## src/rtl/cpu_pkg.sv

```systemverilog
// Shared pipeline definitions: ALU opcode encodings, execute-stage FSM
// states, multiplier step count and the single-cycle ALU function.
package cpu_pkg;

    typedef enum logic [2:0] {
        ALU_ADD  = 3'h0,
        ALU_NOOP = 3'h1,
        ALU_SUB  = 3'h2,
        ALU_AND  = 3'h3,
        ALU_OR   = 3'h4,
        ALU_SLT  = 3'h5,
        ALU_MUL  = 3'h6,
        ALU_XOR  = 3'h7
    } alu_op_e;

    typedef enum logic {
        EX_IDLE = 1'b0,
        EX_BUSY = 1'b1
    } ex_state_e;

    localparam int MUL_STEPS = 32;

    // Single-cycle ALU; NOOP and MUL yield zero here (MUL has its own datapath).
    function automatic logic [31:0] alu_compute(input alu_op_e op,
                                                input logic [31:0] a,
                                                input logic [31:0] b);
        logic signed [31:0] sa;
        logic signed [31:0] sb;
        logic [31:0]        res;
        sa  = a;
        sb  = b;
        res = 32'h0;
        case (op)
            ALU_ADD: res = a + b;
            ALU_SUB: res = a - b;
            ALU_AND: res = a & b;
            ALU_OR:  res = a | b;
            ALU_SLT: res = (sa < sb) ? 32'h1 : 32'h0;
            ALU_XOR: res = a ^ b;
            default: res = 32'h0;
        endcase
        return res;
    endfunction

endpackage

```

## src/rtl/execute_multiplier.sv

```systemverilog
// Iterative 32-step shift-add multiplier for the execute stage.
// result presents the value after the step currently in progress, so the
// parent can capture the finished product on the edge of the last step.
module execute_multiplier
    import cpu_pkg::*;
(
    input  logic        clk,
    input  logic        rst,
    input  logic        start,
    input  logic [31:0] op_a,
    input  logic [31:0] op_b,
    output logic        busy,
    output logic [4:0]  count,
    output logic [31:0] result
);

    logic [31:0] mcand;
    logic [31:0] mplier;
    logic [31:0] acc;

    assign result = acc + (mplier[0] ? mcand : 32'h0);

    // Step counter and busy flag; reset abandons any multiply in flight.
    always_ff @(posedge clk or posedge rst) begin
        if (rst) begin
            busy  <= 1'b0;
            count <= 5'd0;
        end else if (start) begin
            busy  <= 1'b1;
            count <= 5'd0;
        end else if (busy) begin
            count <= count + 5'd1;
            if (count == 5'(MUL_STEPS - 1)) begin
                busy <= 1'b0;
            end
        end
    end

    // Shift-add datapath: one multiplier bit consumed per cycle.
    always_ff @(posedge clk) begin
        if (start) begin
            mcand  <= op_a;
            mplier <= op_b;
            acc    <= 32'h0;
        end else if (busy) begin
            acc    <= result;
            mcand  <= mcand << 1;
            mplier <= mplier >> 1;
        end
    end

endmodule

```

## src/rtl/execute_stage.sv

```systemverilog
// Execute stage: ALU, branch/jump resolution and the execute/memory register.
// Build option: define EXECUTE_MUL_EN to include the iterative multiplier,
// its BUSY state and the front-end stall; without it alu_op=6 is a NOOP.
module execute_stage
    import cpu_pkg::*;
(
    input  logic        clk,
    input  logic        rst,
    input  logic [31:0] pc_value,
    input  logic [31:0] read_data_0,
    input  logic [31:0] read_data_1,
    input  logic [31:0] immediate,
    input  logic [2:0]  alu_op,
    input  logic        alu_src,
    input  logic        mem_read,
    input  logic        mem_write,
    input  logic        reg_write,
    input  logic        mem_reg,
    input  logic        branch,
    input  logic        jump,
    input  logic        reg_dst,
    input  logic [4:0]  rt_addr,
    input  logic [4:0]  rd_addr,
    output logic [31:0] xm_alu_result,
    output logic [31:0] xm_store_data,
    output logic [4:0]  xm_write_addr,
    output logic        xm_mem_read,
    output logic        xm_mem_write,
    output logic        xm_reg_write,
    output logic        xm_mem_reg,
    output logic        xm_valid,
    output logic        branch_taken,
    output logic [31:0] branch_target,
    output logic        stall
);

    logic        squash;
    logic [31:0] op_b;
    logic [31:0] alu_res;
    logic [31:0] target_c;
    logic [4:0]  dest_c;
    logic        noop_c;
    logic        ex_valid;
    logic        take_c;

    logic        mul_start;
    logic        mul_done;
    logic        in_busy;
    logic [31:0] mul_result;
    logic        mul_mem_read_q;
    logic        mul_mem_write_q;
    logic        mul_reg_write_q;
    logic        mul_mem_reg_q;
    logic [31:0] mul_store_q;
    logic [4:0]  mul_addr_q;

    // A redirect issued last cycle kills whatever instruction is in execute now.
    assign squash   = branch_taken;
    assign op_b     = alu_src ? immediate : read_data_1;
    assign alu_res  = alu_compute(alu_op_e'(alu_op), read_data_0, op_b);
    assign dest_c   = reg_dst ? rd_addr : rt_addr;
    assign target_c = jump ? {pc_value[31:28], immediate[25:0], 2'b00}
                           : pc_value + (immediate << 2);
    // MUL never completes in a single cycle, so it is a bubble on the direct path.
    assign noop_c   = (alu_op == ALU_NOOP) || (alu_op == ALU_MUL);
    assign ex_valid = !squash && !noop_c;
    assign take_c   = !squash && !mul_start &&
                      (jump || (branch && (read_data_0 == read_data_1)));

`ifdef EXECUTE_MUL_EN
    ex_state_e   state_q;
    ex_state_e   state_d;
    logic        mul_busy;
    logic [4:0]  mul_count;

    execute_multiplier u_mul (
        .clk    (clk),
        .rst    (rst),
        .start  (mul_start),
        .op_a   (read_data_0),
        .op_b   (op_b),
        .busy   (mul_busy),
        .count  (mul_count),
        .result (mul_result)
    );

    assign in_busy  = (state_q == EX_BUSY);
    assign mul_done = in_busy && mul_busy && (mul_count == 5'(MUL_STEPS - 1));

    // FSM state register.
    always_ff @(posedge clk or posedge rst) begin
        if (rst) begin
            state_q <= EX_IDLE;
        end else begin
            state_q <= state_d;
        end
    end

    // Next state, multiply start and front-end stall.
    always_comb begin
        state_d   = state_q;
        mul_start = 1'b0;
        stall     = 1'b0;
        case (state_q)
            EX_IDLE: begin
                if ((alu_op == ALU_MUL) && !squash) begin
                    mul_start = 1'b1;
                    stall     = 1'b1;
                    state_d   = EX_BUSY;
                end
            end
            EX_BUSY: begin
                if (mul_done) begin
                    state_d = EX_IDLE;
                end else begin
                    stall = 1'b1;
                end
            end
            default: state_d = EX_IDLE;
        endcase
    end

    // Capture the multiply's controls and destination when it starts.
    always_ff @(posedge clk or posedge rst) begin
        if (rst) begin
            mul_mem_read_q  <= 1'b0;
            mul_mem_write_q <= 1'b0;
            mul_reg_write_q <= 1'b0;
            mul_mem_reg_q   <= 1'b0;
            mul_store_q     <= 32'h0;
            mul_addr_q      <= 5'd0;
        end else if (mul_start) begin
            mul_mem_read_q  <= mem_read;
            mul_mem_write_q <= mem_write;
            mul_reg_write_q <= reg_write;
            mul_mem_reg_q   <= mem_reg;
            mul_store_q     <= read_data_1;
            mul_addr_q      <= dest_c;
        end
    end
`else
    assign mul_start       = 1'b0;
    assign mul_done        = 1'b0;
    assign in_busy         = 1'b0;
    assign mul_result      = 32'h0;
    assign mul_mem_read_q  = 1'b0;
    assign mul_mem_write_q = 1'b0;
    assign mul_reg_write_q = 1'b0;
    assign mul_mem_reg_q   = 1'b0;
    assign mul_store_q     = 32'h0;
    assign mul_addr_q      = 5'd0;
    assign stall           = 1'b0;
`endif

    // Execute/memory register: direct ALU path when idle, multiply path when busy.
    always_ff @(posedge clk or posedge rst) begin
        if (rst) begin
            xm_alu_result <= 32'h0;
            xm_store_data <= 32'h0;
            xm_write_addr <= 5'd0;
            xm_mem_read   <= 1'b0;
            xm_mem_write  <= 1'b0;
            xm_reg_write  <= 1'b0;
            xm_mem_reg    <= 1'b0;
            xm_valid      <= 1'b0;
            branch_taken  <= 1'b0;
            branch_target <= 32'h0;
        end else if (in_busy) begin
            xm_valid     <= mul_done;
            xm_mem_read  <= mul_done && mul_mem_read_q;
            xm_mem_write <= mul_done && mul_mem_write_q;
            xm_reg_write <= mul_done && mul_reg_write_q;
            xm_mem_reg   <= mul_done && mul_mem_reg_q;
            branch_taken <= 1'b0;
            if (mul_done) begin
                xm_alu_result <= mul_result;
                xm_store_data <= mul_store_q;
                xm_write_addr <= mul_addr_q;
            end
        end else begin
            xm_valid      <= ex_valid;
            xm_mem_read   <= ex_valid && mem_read;
            xm_mem_write  <= ex_valid && mem_write;
            xm_reg_write  <= ex_valid && reg_write;
            xm_mem_reg    <= ex_valid && mem_reg;
            xm_alu_result <= alu_res;
            xm_store_data <= read_data_1;
            xm_write_addr <= dest_c;
            branch_taken  <= take_c;
            branch_target <= target_c;
        end
    end

endmodule

```

## config.mk

```make
export PLATFORM = sky130hd
export DESIGN_NAME = execute_stage
export DESIGN_NICKNAME = d
export VERILOG_FILES = /design/src/rtl/cpu_pkg.sv /design/src/rtl/execute_multiplier.sv /design/src/rtl/execute_stage.sv
export SDC_FILE = /design/constraint.sdc
export NUM_CORES = 1
export LEC_CHECK = 0
export ABC_AREA = 1
export BUFFER_PORTS_ARGS = -buffer_cell sky130_fd_sc_hd__buf_2
export CORE_MARGIN = 1.5
export CORE_UTILIZATION = 50
export CTS_CLUSTER_DIAMETER = 200
export DETAILED_ROUTE_END_ITERATION = 16
export PLACE_DENSITY = 0.85
export SYNTH_ARGS = -nofsm -noshare
export SYNTH_HDL_FRONTEND = slang
export SYNTH_SLANG_ARGS = --single-unit
export TNS_END_PERCENT = 5
```

## constraint.sdc

```tcl
create_clock -name clk -period 3.3 [get_ports clk]
set_input_delay 0.33 -clock clk [delete_from_list [all_inputs] [get_ports clk]]
set_output_delay 0.33 -clock clk [all_outputs]
set_load 0.02 [all_outputs]
```

==> run_results.csv <==
group,metric,value,unit
synthesis,netlist_area,0.0124,mm²
cts,numCtsBuffers,9,
pwr,switching_share,0.461,
setup_path,reg2reg_to,"xm_mem_write",
floorplan,die_w,161,µm
layout,final_area,0.0144,mm²
sta,fin_skew,0.0105,ns
sta,slew-limit-headroom,0.274,
floorplan,dieArea,0.0258,mm²
cts,ctsResizeCount,0,
detailed_routing,wire_per_inst,18.3,µm
layout,final_common_cell,"nand2_1",
worst_hold_path,worstHoldPathType,"in2reg",
cts,insertion_delay,0.38,ns
global_routing,grt.total_usage,0.374,
synthesis,synth_edf_count,0,
cts,cts.path.max_buffers,2,
worst_hold_path,hold_depth,1,
synthesis,synth_nets,2358,
detailed_routing,drtAntennaViolNets,0,
placement,gp_congestion,1.03,
setup_path,critPathSlowestCell,"fa_1",
setup_path,path_cells,"buf_2, o21ai_0, inv_1, ha_1, fa_1, nand2_1, nand2_1, nand3_1, nand2_1, nand2_1, nand2_1, nand2_1, nand3_1, nand3_1, nand3_1",
sta,rsz0062_at_grt,"false",
global_routing,grt_pass1_wl,74300,µm
floorplan,die_h,161,µm
sta,slew_viol_final,0,
detailed_routing,dr.first_iter.drc_count,1289,
setup_path,reg2reg_from,"branch_taken",
setup_path,critical-path-max-stage-delay,0.55,ns
floorplan,rows,57,
worst_hold_path,min_from,"read_data_1[28]",
cts,cts_max_level,3,
setup_path,cp_top_family,"simple AND/OR/NAND/NOR gates",
setup_path,cp-start-kind,"input port",
synthesis,seq_area_frac_synth,0.215,
sta,setup_viol,0,
sta,hold_viol_final,0,
setup_path,regToRegSetupSlack,2.34,ns
layout,syn_to_final_growth,15.7,%
cts,cts_tree,"built",
sta,tightest_slew,1.09,ns
worst_hold_path,holdPathEnd,"xm_store_data[28]",
floorplan,io_pins,259,
placement,dp_hpwl,40500,µm
global_routing,grt_max_degree,82,
detailed_routing,drcViolationCount,0,
sta,period_share,0.862,
placement,place_area,0.0141,mm²
detailed_routing,first_pass_iters,7,
placement,port_buffers,257,
layout,final_cell_mix,"657 x nand2_1, 399 x inv_1, 257 x buf_2, 153 x nand3_1, 136 x nor2_1",
setup_path,setup.worst_path.start,"alu_src",
job,drv_cap,0,
setup_path,worstSetupPathType,"in2reg",
pwr,combPwrFrac,0.468,
layout,drive_gt1_frac,0.149,
sta,fin_crit,2.84,ns
sta,fmax,0.352,GHz
synthesis,ys_seq_elements,107,
pwr,switchingPower,2.32,mW
cts,post-cts-setup-buffers,0,
sta,tns,0,ns
pwr,leakage,8.52,nW
setup_path,required,3.54,ns
pwr,vdd_drop_max,0.333,mV
floorplan,core,0.0244,mm²
pwr,pwr-share-seq,0.295,
status,outcome,"finished clean",
setup_path,crit_fanout,33,
detailed_routing,viasPerCell,5.45,
cts,clk_pin_slew_worst_paths,0.09,ns
setup_path,crit_path_frequent_cell,"nand2_1",
synthesis,synth.avg_cell_area,6.01,µm²
pwr,p_int,2.71,mW
floorplan,start_util,0.510,
detailed_routing,wl,48500,µm
synthesis,postSynthCellCount,2069,
cts,clkSinkCount,107,
setup_path,worstRegToRegCells,3,
layout,reg_top3,"branch_target: 32 flops, xm_alu_result: 32 flops, xm_store_data: 32 flops",
setup_path,cp_num_buf_inv,2,
detailed_routing,dr_total_vias,14400,
synthesis,synth-main-ff-cell,"dfrtp_1",
synthesis,ys_async_sr_fraction,1.00,
synthesis,ys_warn_count,0,
cts,ctsHoldBuffers,0,
setup_path,cp-end-kind,"flip-flop",
layout,fin_nets,2602,
global_routing,grt_pass1_vias,13800,
setup_path,arrival,3.08,ns
global_routing,antenna_found_initial,6,
cts,root_buffer,"clkbuf_16",
pwr,clockPowerShare,0.237,
synthesis,synth_cell_types,46,
global_routing,grt_overflow_total,0,
pwr,powerDensity,350,mW/mm²
-- cell type report --
type	count	area, µm²
flip-flops and latches	107	2680
multi-input cells	1506	7970
clock inverters	7	80.1
diodes	4	10.0
well taps	324	405
repair buffers	281	1480
inverters	408	1530
clock buffers	9	225
fillers	2476	10000
-- metrics by stage --
| step | hold WS, ns | cells | total power [mW] | worst slack (ns) | utilization |
|---|---|---|---|---|---|
| 2_1_floorplan | 0.361 | 2069 | 3.02 | 0.153 | - |
| 3_3_place_gp | 0.474 | 2626 | 3.79 | 0.163 | 0.577 |
| 3_5_place_dp | 0.477 | 2626 | 3.81 | 0.128 | 0.577 |
| 4_1_cts | 0.0897 | 2642 | 5.00 | 0.513 | 0.589 |
| 5_1_grt | 0.0941 | 2644 | 5.33 | 0.228 | 0.589 |
| 6_report | 0.0975 | 2646 | 5.04 | 0.457 | 0.590 |
-- power by group through the flow --
| stage | combinational (mW) | clock [mW] | sequential (mW) |
|---|---|---|---|
| floorplan | 1.34 | 0 | 1.68 |
| global placement | 2.28 | 0 | 1.51 |
| detailed placement | 2.30 | 0 | 1.51 |
| CTS | 2.31 | 1.21 | 1.48 |
| global route | 2.59 | 1.24 | 1.49 |
| finish | 2.36 | 1.19 | 1.48 |
-- per-layer routing --
layer  routed length, µm  share of wire  vias to the layer above  global-route usage
met5                  43        0.00089                        -                   0
met4                1720          0.035                        6               0.132
met3                4250          0.087                      118              0.0558
met2               22300           0.46                      749               0.632
met1               20200           0.42                     6566               0.486
li1                    -              -                     6987                   -
-- cells in the mapped netlist, types with 2 or more instances --
| cell type | count | area (µm²) |
|---|---|---|
| nand2_1 | 657 | 2470 |
| inv_1 | 400 | 1500 |
| nand3_1 | 153 | 766 |
| nor2_1 | 136 | 510 |
| ha_1 | 135 | 1690 |
| a21oi_1 | 120 | 601 |
| dfrtp_1 | 107 | 2680 |
| o21ai_0 | 107 | 536 |
| o22ai_1 | 33 | 206 |
| nand4_1 | 30 | 188 |
| nor3_1 | 26 | 130 |
| buf_2 | 23 | 115 |
| clkbuf_1 | 16 | 60.1 |
| or2_2 | 13 | 81.3 |
| xor2_1 | 12 | 105 |
| xnor2_1 | 10 | 87.6 |
| nor2_2 | 9 | 56.3 |
| inv_2 | 8 | 30.0 |
| o21bai_1 | 8 | 60.1 |
| and2_1 | 7 | 43.8 |
| mux2_2 | 5 | 56.3 |
| nand3b_1 | 5 | 37.5 |
| o21ai_1 | 5 | 25.0 |
| buf_4 | 4 | 30.0 |
| buf_6 | 4 | 45.0 |
| fa_1 | 3 | 60.1 |
| nor2_4 | 3 | 33.8 |
| nor4_1 | 3 | 18.8 |
| o211ai_1 | 3 | 22.5 |
| a21boi_0 | 2 | 15.0 |
| a221oi_1 | 2 | 17.5 |
| a31oi_1 | 2 | 12.5 |
| nand2_2 | 2 | 12.5 |
| nor3_2 | 2 | 20.0 |
| o2111ai_1 | 2 | 17.5 |
| o21ai_2 | 2 | 17.5 |
-- worst max path at each step --
stage	end	slack, ns	depth (start not counted)
2_1_floorplan	branch_taken	0.15	1
3_3_place_gp	xm_alu_result[24]	0.16	16
3_5_place_dp	xm_alu_result[26]	0.13	15
4_1_cts	xm_alu_result[24]	0.51	15
5_1_grt	xm_alu_result[24]	0.23	16
6_report	xm_alu_result[26]	0.46	15
-- kinds of logic after synthesis --
| logic type | count (synthesis) | synth area share |
|---|---|---|
| compound gates | 290 | 0.126 |
| buf+inv | 456 | 0.144 |
| other cells | 1 | 0.000302 |
| mux | 5 | 0.00453 |
| flops | 107 | 0.215 |
| simple gates | 1050 | 0.354 |
| fa+ha+maj | 138 | 0.141 |
| xor+xnor | 22 | 0.0155 |
Power figures use the tool's default switching activity.
